$ cat config.mk
export PLATFORM = sky130hd
export DESIGN_NAME = led_pattern_gen
export DESIGN_NICKNAME = d
export VERILOG_FILES = /design/src/rtl/led_pattern_gen.sv
export SDC_FILE = /design/constraint.sdc
export NUM_CORES = 1
export LEC_CHECK = 0
export CORE_UTILIZATION = 51
export CTS_CLUSTER_DIAMETER = 60
export DETAILED_ROUTE_END_ITERATION = 12
export PLACE_DENSITY = 0.75
export SLEW_MARGIN = 10
export SYNTH_ARGS = -nofsm -noshare
export SYNTH_HDL_FRONTEND = slang
export SYNTH_SLANG_ARGS = --single-unit
$ cat constraint.sdc
create_clock -name clk -period 1.9 [get_ports clk]
set_input_delay 0.285 -clock clk [delete_from_list [all_inputs] [get_ports clk]]
set_output_delay 0.285 -clock clk [all_outputs]
set_load 0.02 [all_outputs]
$ cat src/rtl/led_pattern_gen.sv
// Multi-LED pattern generator: runtime-loadable divider stepping blink/chase/bounce/count.
// Optional PWM brightness stage when LED_PWM_EN is defined (adds the duty port).

// One LED's next-state bit and output drive; neighbours are wired by the parent.
module led_pattern_gen_lane (
  input  logic [1:0] mode,
  input  logic       dir,
  input  logic       cur,
  input  logic       lo,
  input  logic       hi,
  input  logic       lo_edge,
  input  logic       hi_edge,
  input  logic       carry_in,
  input  logic       pwm_on,
  output logic       nxt,
  output logic       led
);
  localparam logic [1:0] M_BLINK  = 2'd0;
  localparam logic [1:0] M_CHASE  = 2'd1;
  localparam logic [1:0] M_BOUNCE = 2'd2;

  always_comb begin
    nxt = cur;
    case (mode)
      M_BLINK:  nxt = ~cur;
      M_CHASE:  nxt = lo;
      // plain shifts: the end lanes take zero instead of wrapping
      M_BOUNCE: nxt = dir ? (hi_edge ? 1'b0 : hi) : (lo_edge ? 1'b0 : lo);
      default:  nxt = cur ^ carry_in;
    endcase
  end

  assign led = cur & pwm_on;
endmodule

module led_pattern_gen #(
  parameter int unsigned      NUM_LEDS     = 4,
  parameter int unsigned      CNT_W        = 28,
  parameter logic [CNT_W-1:0] DEFAULT_HALF = CNT_W'(28'h7FFFFFF)
) (
  input  logic                clk,
  input  logic                rst,
  input  logic [1:0]          mode,
  input  logic                cfg_valid,
  input  logic [CNT_W-1:0]    cfg_half,
  output logic                cfg_ready,
`ifdef LED_PWM_EN
  input  logic [7:0]          duty,
`endif
  output logic                tick,
  output logic [NUM_LEDS-1:0] led
);
  localparam logic [1:0] M_BLINK  = 2'd0;
  localparam logic [1:0] M_CHASE  = 2'd1;
  localparam logic [1:0] M_BOUNCE = 2'd2;

  logic [CNT_W-1:0]    cnt;
  logic [CNT_W-1:0]    half_q;
  logic [CNT_W-1:0]    pend_half;
  logic                pending;
  logic [1:0]          mode_q;
  logic [NUM_LEDS-1:0] pat;
  logic [NUM_LEDS-1:0] pat_step;
  logic [NUM_LEDS-1:0] pat_nxt;
  logic [NUM_LEDS-1:0] seed;
  logic                dir;
  logic                pwm_on;

  assign tick      = ~rst && (cnt == half_q);
  assign cfg_ready = ~pending;

  assign seed = (mode == M_CHASE || mode == M_BOUNCE) ? NUM_LEDS'(1) : '0;

  // A single LED in bounce mode has nowhere to go, so it just holds.
  assign pat_nxt = (NUM_LEDS == 1 && mode_q == M_BOUNCE) ? pat : pat_step;

  for (genvar i = 0; i < NUM_LEDS; i++) begin : g_lane
    localparam int LO = (i == 0) ? NUM_LEDS - 1 : i - 1;
    localparam int HI = (i == NUM_LEDS - 1) ? 0 : i + 1;
    logic carry_in;
    if (i == 0) begin : g_c0
      assign carry_in = 1'b1;
    end else begin : g_cn
      assign carry_in = &pat[i-1:0];
    end
    led_pattern_gen_lane u_lane (
      .mode     (mode_q),
      .dir      (dir),
      .cur      (pat[i]),
      .lo       (pat[LO]),
      .hi       (pat[HI]),
      .lo_edge  (i == 0),
      .hi_edge  (i == NUM_LEDS - 1),
      .carry_in (carry_in),
      .pwm_on   (pwm_on),
      .nxt      (pat_step[i]),
      .led      (led[i])
    );
  end

  always_ff @(posedge clk) begin
    if (rst) begin
      cnt       <= '0;
      half_q    <= DEFAULT_HALF;
      pend_half <= DEFAULT_HALF;
      pending   <= 1'b0;
      mode_q    <= M_BLINK;
      pat       <= '0;
      dir       <= 1'b0;
    end else begin
      cnt <= tick ? '0 : cnt + CNT_W'(1);
      // pending blocks a new accept, so load and accept never collide
      if (tick && pending) begin
        half_q  <= pend_half;
        pending <= 1'b0;
      end
      if (cfg_valid && cfg_ready) begin
        pend_half <= cfg_half;
        pending   <= 1'b1;
      end
      if (tick) begin
        if (mode != mode_q) begin
          mode_q <= mode;
          pat    <= seed;
          dir    <= 1'b0;
        end else begin
          pat <= pat_nxt;
          if (mode_q == M_BOUNCE) begin
            if (pat_nxt[NUM_LEDS-1]) dir <= 1'b1;
            if (pat_nxt[0])          dir <= 1'b0;
          end
        end
      end
    end
  end

`ifdef LED_PWM_EN
  logic [7:0] pwm_cnt;

  always_ff @(posedge clk) begin
    if (rst) pwm_cnt <= '0;
    else     pwm_cnt <= pwm_cnt + 8'd1;
  end

  assign pwm_on = pwm_cnt < duty;
`else
  assign pwm_on = 1'b1;
`endif

endmodule
==> results of run 1 <==
## cell usage after synthesis, drive strengths merged, types with 2 or more instances
library cell	instances
nand2	38
xnor2	49
mux2i	31
inv	44
o211ai	27
buf	15
xor2	8
ha	8
nor3	7
clkbuf	12
dfxtp	92
o22ai	4
a32oi	2
nand4	11
nor2	68
nor4	8
a21oi	3
nand3	14
o21ai	7
nor2b	4
and4	3
## per-stage QoR
step | hold WS [ps] | setup TNS (ps) | utilization, % | instances
2_1_floorplan | 415 | 0 | - | 468
3_3_place_gp | 447 | -290 | 62.5 | 624
3_5_place_dp | 449 | -445 | 62.5 | 624
4_1_cts | 467 | -1600 | 66.0 | 643
5_1_grt | 490 | -3840 | 68.2 | 646
6_report | 455 | -872 | 68.2 | 646
## metal layers
| metal | GRT usage [%] | wire (um) | up-vias |
|---|---|---|---|
| met4 | 10.3 | 233 | 0 |
| met3 | 3.12 | 335 | 20 |
| met1 | 31.2 | 4330 | 1578 |
| met5 | 0 | 0 | - |
| li1 | - | - | 1693 |
| met2 | 35.5 | 4460 | 88 |
## critical path: cells and delay by family, from the launching register on
kind / cells / cell delay (ps)
buffers and inverters: 2 / 180
DFF: 1 / 350
xor gates and xnor gates: 1 / 170
and+or+nand+nor: 3 / 720
## cell families (layout without fill, tap and decap cells)
| group | after synthesis | after routing |
|---|---|---|
| AOI/OAI and AO/OA | 47 | 47 |
| and+or+nand+nor | 160 | 160 |
| DFF | 92 | 92 |
| xor gates and xnor gates | 57 | 57 |
| buffers and inverters | 72 | 148 |
| adders and majority gates | 8 | 8 |
| muxes | 32 | 32 |
## report_power, final
group / switching, mW / internal (mW)
combinational: 0.157 / 0.157
clock: 0.716 / 0.620
sequential: 0.0224 / 1.99
## layout make-up
type                            instances  area, um2
Multi-Input combinational cell        304       2130
Tap cell                              102        128
Timing Repair Buffer                   88        882
Clock buffer                           10        128
Clock inverter                          6       71.3
Fill cell                             612       2490
Inverter                               44        165
Sequential cell                        92       1850
## timing repair
action,4_1_cts,5_1_grt
gates resized for setup,14,27
setup endpoints to repair,9,64
gates cloned,1,2
buffers inserted,2,3
pin swaps,3,10
hold buffers,0,0
## cell usage in the layout (no fill, tap or decap), drive strengths merged, types with 12 or more instances in the layout
cell type	instances
clkdlybuf4s50	37
nand2	38
nand3	14
buf	49
o211ai	27
dfxtp	92
inv	46
xnor2	49
clkbuf	12
mux2i	31
nor2	68
## worst paths after layout
check	startpoint	end	slack, ps	cells past startpoint
worst max-delay path	cnt[9]	tick	-170	6
worst min-delay path	pend_half[25]	half_q[25]	450	2
worst max register to register	cnt[9]	half_q[15]	-70	7
worst min register to register	pend_half[25]	half_q[25]	450	2
## flip-flops by register name, indices dropped and copies added, names as in the netlist
name       cells
pend_half     28
pending        1
mode_q         2
dir            1
pat            4
cnt           28
half_q        28
==> results.sh, run 1 <==
export IMPL_synth_warnings=0
export IMPL_crit_path_end_kind="output port"
export IMPL_vias=3379
export IMPL_hp_class="flip-flop to flip-flop"
export IMPL_maxCapViolCount=0
export IMPL_status="finished, violations left"
export IMPL_ys_seq_area_share_pct=43.8
export IMPL_ios=39
export IMPL_tightestPinTransition_ps=362
export IMPL_gp_congestion=0.851
export IMPL_core_um2=7850
export IMPL_fin_crit_ps=2070
export IMPL_grt_max_degree=32
export IMPL_synthAdderAreaFrac_pct=2.38
export IMPL_skew_ps=11.4
export IMPL_synthCells=468
export IMPL_post_dp_hpwl_um=6440
export IMPL_grt_first_pass_wirelength_um=15400
export IMPL_max_stage_delay_ps=350
export IMPL_ant_nets=0
export IMPL_finalSetupViolCount=29
export IMPL_root_buffer="clkbuf_8"
export IMPL_finalNetCount=580
export IMPL_fmax_mhz=484
export IMPL_clkLatencyLatePin_ps=370
export IMPL_fin_area_um2=5350
export IMPL_routed_via_density=5.23
export IMPL_power_total_mw=3.66
export IMPL_htreeDepth=3
export IMPL_syn_nets=509
export IMPL_crit_slowest_cell="dfxtp_2"
export IMPL_worstPathRequired_ps=1620
export IMPL_worst_slack_ps=-165
export IMPL_yosys_most_used_dff="dfxtp_1"
export IMPL_cts_buffers=9
export IMPL_drc_errors=0
export IMPL_critPathKind="flip-flop to output port"
export IMPL_rsz0062_at_grt="yes"
export IMPL_antenna_found_initial=0
export IMPL_numPortBuffers=38
export IMPL_initial_core_util_pct=53.6
export IMPL_cts_tree="built"
export IMPL_track_usage_pct=22.8
export IMPL_drive_above_1_share_pct=18.0
export IMPL_gr_total_overflow=0
export IMPL_fin_crit_sh_pct=109
export IMPL_synth_top_family_by_area="simple AND/OR/NAND/NOR gates"
export IMPL_synth_edf_count=0
export IMPL_ir_drop_v=0.000474
export IMPL_synth_simple_area_share_pct=18.2
export IMPL_p_leak_nw=2.34
export IMPL_avgSynthCellArea_um2=8.99
export IMPL_synth_seq_cells=92
export IMPL_cp_start_kind="flip-flop"
export IMPL_placed_cell_area_um2=4910
export IMPL_max_clock_path_buffers=2
export IMPL_netlist_cell_type_count=42
export IMPL_totalWireLength_um=9350
export IMPL_violations="setup timing"
export IMPL_synthToLayoutAreaGrowth_pct=27.2
export IMPL_pre_cts_ws_ps=-305
export IMPL_relSlewSlack_pct=75.7
export IMPL_postSynth_asyncResetShare_pct=0
export IMPL_synth_xor_xnor_area_share_pct=11.9
export IMPL_crit_chain="xor2_2 > nor4_2 > nor4b_4 > nand2_2 > inv_2 > buf_6"
export IMPL_power_density_nw_per_um2=684
export IMPL_netlist_top_cell_by_area="dfxtp_1"
export IMPL_n_antenna_cell=0
export IMPL_critPathMaxFanout=2
export IMPL_synth_compound_area_share_pct=7.82
export IMPL_clkTransAtPathRegs_ps=90
export IMPL_die_height_um=92.8
export IMPL_die_area_um2=8620
export IMPL_synthMuxAreaShare_pct=7.73
export IMPL_grt_pass1_vias=3265
export IMPL_cts_sinks=92
export IMPL_hold_viol_final=0
export IMPL_cp_arrival_ps=1780
export IMPL_wl_per_cell_um=14.5
export IMPL_synth_area_um2=4210
export IMPL_timing_final_max_slew_violations=0
export IMPL_yosys_area_top_type_share_pct=43.8
export IMPL_firstDrtPassIters=4
export IMPL_ys_top_cells_by_area="dfxtp_1 (44%), xnor2_1 (10%), mux2i_1 (7.4%)"
export IMPL_row_count=32
export IMPL_drt_initial_drc_count=149
export IMPL_die_w_um=92.8
Power figures use the tool's default switching activity.
==> run 2: changes to the inputs <==
Settings changed: CAP_MARGIN from default to 20, MAX_ROUTING_LAYER from default to met4.
==> results.sh, run 2 (synthesis results as in run 1) <==
export IMPL_finalSetupViolCount=2
export IMPL_synthToLayoutAreaGrowth_pct=24.3
export IMPL_vias=3361
export IMPL_violations="setup timing"
export IMPL_max_clock_path_buffers=2
export IMPL_ir_drop_v=0.000491
export IMPL_clkLatencyLatePin_ps=380
export IMPL_hold_depth=2
export IMPL_totalWireLength_um=9270
export IMPL_ios=39
export IMPL_wl_per_cell_um=14.4
export IMPL_firstDrtPassIters=4
export IMPL_htreeDepth=3
export IMPL_n_antenna_cell=0
export IMPL_maxCapViolCount=0
export IMPL_drc_errors=0
export IMPL_status="finished, violations left"
export IMPL_critPathKind="flip-flop to output port"
export IMPL_grt_max_degree=32
export IMPL_cp_start_kind="flip-flop"
export IMPL_fin_crit_sh_pct=111
export IMPL_numPortBuffers=38
export IMPL_fin_setup_tns_ps=-211
export IMPL_hp_class="flip-flop to flip-flop"
export IMPL_relSlewSlack_pct=76.6
export IMPL_fmax_mhz=474
export IMPL_fin_crit_ps=2110
export IMPL_track_usage_pct=23.9
export IMPL_worst_slack_ps=-208
export IMPL_die_area_um2=8620
export IMPL_p_leak_nw=2.29
export IMPL_finalNetCount=576
export IMPL_gp_congestion=0.855
export IMPL_root_buffer="clkbuf_8"
export IMPL_mostFrequentLayoutCell="dfxtp_1"
export IMPL_initial_core_util_pct=53.6
export IMPL_rsz0062_at_grt="yes"
export IMPL_skew_ps=14.9
export IMPL_cp_arrival_ps=1820
export IMPL_clkTransAtPathRegs_ps=90
export IMPL_hold_viol_final=0
export IMPL_reg_top3="cnt (28), half_q (28), pend_half (28)"
export IMPL_post_dp_hpwl_um=6570
export IMPL_gr_total_overflow=0
export IMPL_final_util_pct=66.6
export IMPL_die_height_um=92.8
export IMPL_final_fill_count=632
export IMPL_cts_buffers=9
export IMPL_ant_nets=0
export IMPL_r2r_cells=7
export IMPL_power_density_nw_per_um2=685
export IMPL_cts_sinks=92
export IMPL_antenna_found_initial=0
export IMPL_grt_first_pass_wirelength_um=15600
export IMPL_tightestPinTransition_ps=351
export IMPL_holdBufCountCts=0
export IMPL_grt_pass1_vias=3323
export IMPL_crit_path_end_kind="output port"
export IMPL_core_um2=7850
export IMPL_row_count=32
export IMPL_drt_initial_drc_count=157
export IMPL_multi_input_area_um2=2100
export IMPL_routed_via_density=5.24
export IMPL_cts_tree="built"
export IMPL_seq_area_um2=1850
export IMPL_drive_above_1_share_pct=16.3
export IMPL_worstPathRequired_ps=1620
export IMPL_timing_final_max_slew_violations=0
export IMPL_die_w_um=92.8
export IMPL_critPathMaxFanout=2
export IMPL_layout_common_cells="dfxtp_1 (85), nor2_1 (68), inv_1 (44), xnor2_1 (43), buf_4 (39)"
-- run 2: cell types whose count changed in the layout (fill, tap and decap cells not counted), sizes merged --
cell    previous run  this run
clkbuf            12         9
buf               49        47
inv               46        48
bufinv             1         0
-- run 2: final cells by class --
| class | instances | share of cell area, % |
|---|---|---|
| Multi-Input combinational cell | 304 | 40.1 |
| Inverter | 44 | 3.16 |
| Clock inverter | 7 | 1.10 |
| Tap cell | 102 | 2.44 |
| Sequential cell | 92 | 35.4 |
| Timing Repair Buffer | 84 | 15.4 |
| Clock buffer | 9 | 2.37 |
-- run 2: where the power goes --
part / internal, mW / total [mW] / switching, mW
registers: 1.99 / 2.01 / 0.0224
clock network: 0.496 / 1.26 / 0.764
logic: 0.154 / 0.311 / 0.156
-- run 2: path summary, 6_finish.rpt --
check | start | end | slack [ps]
worst max-delay path | half_q[23] | tick | -210
worst min-delay path | pend_half[7] | half_q[7] | 460
worst min register to register | pend_half[7] | half_q[7] | 460
worst max register to register | half_q[23] | half_q[15] | 0
-- run 2: per-layer routing --
metal  global-route usage [%]  wire length [um]  vias to the layer above
li1                         -                 -                     1676
met1                     30.3              4260                     1589
met2                     36.8              4410                       77
met3                     4.93               367                       19
met4                     10.9               239                        0
met5                        -                 0                        -
-- run 2: critical path, stage by stage, from the launching register on --
cell     delay (ps)
dfxtp_2         360
xnor2_2         200
nand4_1         200
nor4_4          360
nand2_1         140
inv_1            90
buf_6           110
-- run 2: metrics by stage --
| stage | power [mW] | setup WS [ps] | cells | hold slack, ps | area [um2] |
|---|---|---|---|---|---|
| finish | 3.58 | -208 | 642 | 462 | 5230 |
| global placement | 2.35 | -292 | 622 | 448 | 4910 |
| global route | 3.70 | -323 | 642 | 492 | 5230 |
| CTS | 3.58 | -183 | 639 | 472 | 5130 |
| detailed placement | 2.36 | -283 | 622 | 455 | 4910 |
| floorplan | 2.22 | 114 | 468 | 415 | 4210 |
-- run 2: repair_timing --
item	in CTS	in global routing
gates resized for setup	12	19
pin swaps	3	4
hold endpoints to repair	0	0
setup endpoints to repair	21	52
setup buffers	1	3
==> run 3: changes to the inputs <==
Settings changed: CORE_UTILIZATION 51 to 54, CTS_BUF_LIST from default to sky130_fd_sc_hd__clkbuf_8, PLACE_DENSITY 0.75 to 0.79.
==> results.sh, run 3 (synthesis results as in run 1) <==
export IMPL_dp_cells=615
export IMPL_final_util_pct=72.2
export IMPL_grt_busiest_layer="met2"
export IMPL_maxCapViolCount=0
export IMPL_n_antenna_cell=0
export IMPL_crit_path_end_kind="output port"
export IMPL_die_w_um=90.3
export IMPL_relSlewSlack_pct=77.2
export IMPL_holdBufCountCts=0
export IMPL_numPortBuffers=38
export IMPL_core_um2=7410
export IMPL_drc_errors=0
export IMPL_fmax_mhz=480
export IMPL_drive_above_1_share_pct=19.4
export IMPL_met3_usage_pct=4.21
export IMPL_ios=39
export IMPL_critPathMaxFanout=2
export IMPL_grt_first_pass_wirelength_um=15800
export IMPL_max_stage_delay_ps=400
export IMPL_fin_crit_sh_pct=110
export IMPL_die_height_um=90.3
export IMPL_violations="setup timing"
export IMPL_totalWireLength_um=9930
export IMPL_skew_ps=10.3
export IMPL_power_density_nw_per_um2=683
export IMPL_reg_top3="cnt (28), half_q (28), pend_half (28)"
export IMPL_hp_class="flip-flop to flip-flop"
export IMPL_ir_drop_v=0.000557
export IMPL_antenna_found_initial=0
export IMPL_root_buffer="clkbuf_8"
export IMPL_ant_nets=0
export IMPL_track_usage_pct=25.5
export IMPL_crit_chain="xnor2_1 > nand4_1 > nor4b_4 > nand2_2 > inv_2 > buf_6"
export IMPL_grtUsageMet1_pct=31.2
export IMPL_synthToLayoutAreaGrowth_pct=27.0
export IMPL_grt_met2_usage_pct=40.8
export IMPL_cp_start_kind="flip-flop"
export IMPL_vias=3444
export IMPL_initial_core_util_pct=56.8
export IMPL_grt_pass1_vias=3369
export IMPL_status="finished, violations left"
export IMPL_firstDrtPassIters=5
export IMPL_clkLatencyLatePin_ps=370
export IMPL_power_total_mw=3.65
export IMPL_htreeDepth=3
export IMPL_worstPathRequired_ps=1620
export IMPL_finalNetCount=581
export IMPL_cts_buffers=9
export IMPL_tightestPinTransition_ps=341
export IMPL_post_dp_hpwl_um=6290
export IMPL_mostFrequentLayoutCell="dfxtp_1"
export IMPL_layout_common_cells="dfxtp_1 (77), nor2_1 (67), xnor2_1 (44), inv_1 (43), buf_4 (42)"
export IMPL_fin_crit_ps=2080
export IMPL_fin_cells=644
export IMPL_p_leak_nw=2.34
export IMPL_max_clock_path_buffers=2
export IMPL_worst_slack_ps=-184
export IMPL_routed_via_density=5.35
export IMPL_gr_total_overflow=0
export IMPL_grt_max_degree=32
export IMPL_finalSetupViolCount=1
export IMPL_crit_slowest_cell="dfxtp_1"
export IMPL_rsz0062_at_grt="yes"
export IMPL_hold_viol_final=0
export IMPL_critPathKind="flip-flop to output port"
export IMPL_cts_sinks=92
export IMPL_clkTransAtPathRegs_ps=100
export IMPL_row_count=31
export IMPL_gp_congestion=0.853
export IMPL_cts_tree="built"
export IMPL_die_area_um2=8150
export IMPL_drt_initial_drc_count=216
export IMPL_wl_per_cell_um=15.4
export IMPL_cp_arrival_ps=1800
export IMPL_timing_final_max_slew_violations=0
==> run 3: per-layer routing <==
metal	vias to the layer above	share of wire, %
li1	1689	-
met1	1606	44
met2	121	48
met3	28	5.2
met4	0	3.2
met5	-	0
==> run 3: stage by stage <==
stage | worst slack [ps] | area [um2] | hold WS (ps) | TNS [ps]
floorplan | 114 | 4210 | 415 | 0
global placement | -289 | 4870 | 448 | -289
detailed placement | -297 | 4870 | 450 | -298
CTS | -153 | 5160 | 468 | -290
global route | -294 | 5350 | 488 | -1940
finish | -184 | 5350 | 469 | -184
==> run 3: layout make-up <==
cell class | instances | area [um2]
tap | 99 | 124
multi-input combinational | 304 | 2120
clock buffer | 10 | 138
sequential | 92 | 1870
inverter | 44 | 165
timing repair buffer | 89 | 865
fill | 524 | 2060
clock inverter | 6 | 62.6
==> run 3: worst max-delay path: cells and delay by family (launching register included) <==
family / cells / cell delay, ps
simple gates: 3 / 700
xor+xnor: 1 / 160
flops: 1 / 400
buf+inv: 2 / 180
==> run 3: path summary, 6_finish.rpt <==
| kind | to | cells after the start | from | slack, ps |
|---|---|---|---|---|
| max reg2reg | pat[1] | 9 | half_q[17] | 10 |
| min reg2reg | half_q[7] | 2 | pend_half[7] | 470 |
| min | half_q[7] | 2 | pend_half[7] | 470 |
| max | tick | 6 | cnt[21] | -180 |
==> run 3: where the power goes <==
group          internal (mW)  switching, mW  total [mW]
logic                  0.159          0.162       0.320
registers               1.98         0.0235        2.01
clock network          0.549          0.772        1.32
==> run 3: what timing repair did <==
| action | CTS | global route |
|---|---|---|
| endpoints found under the setup margin | 21 | 64 |
| gates resized for setup | 18 | 30 |
| pin swaps | 6 | 14 |
| setup buffers | 7 | 9 |
| cloned | 0 | 2 |
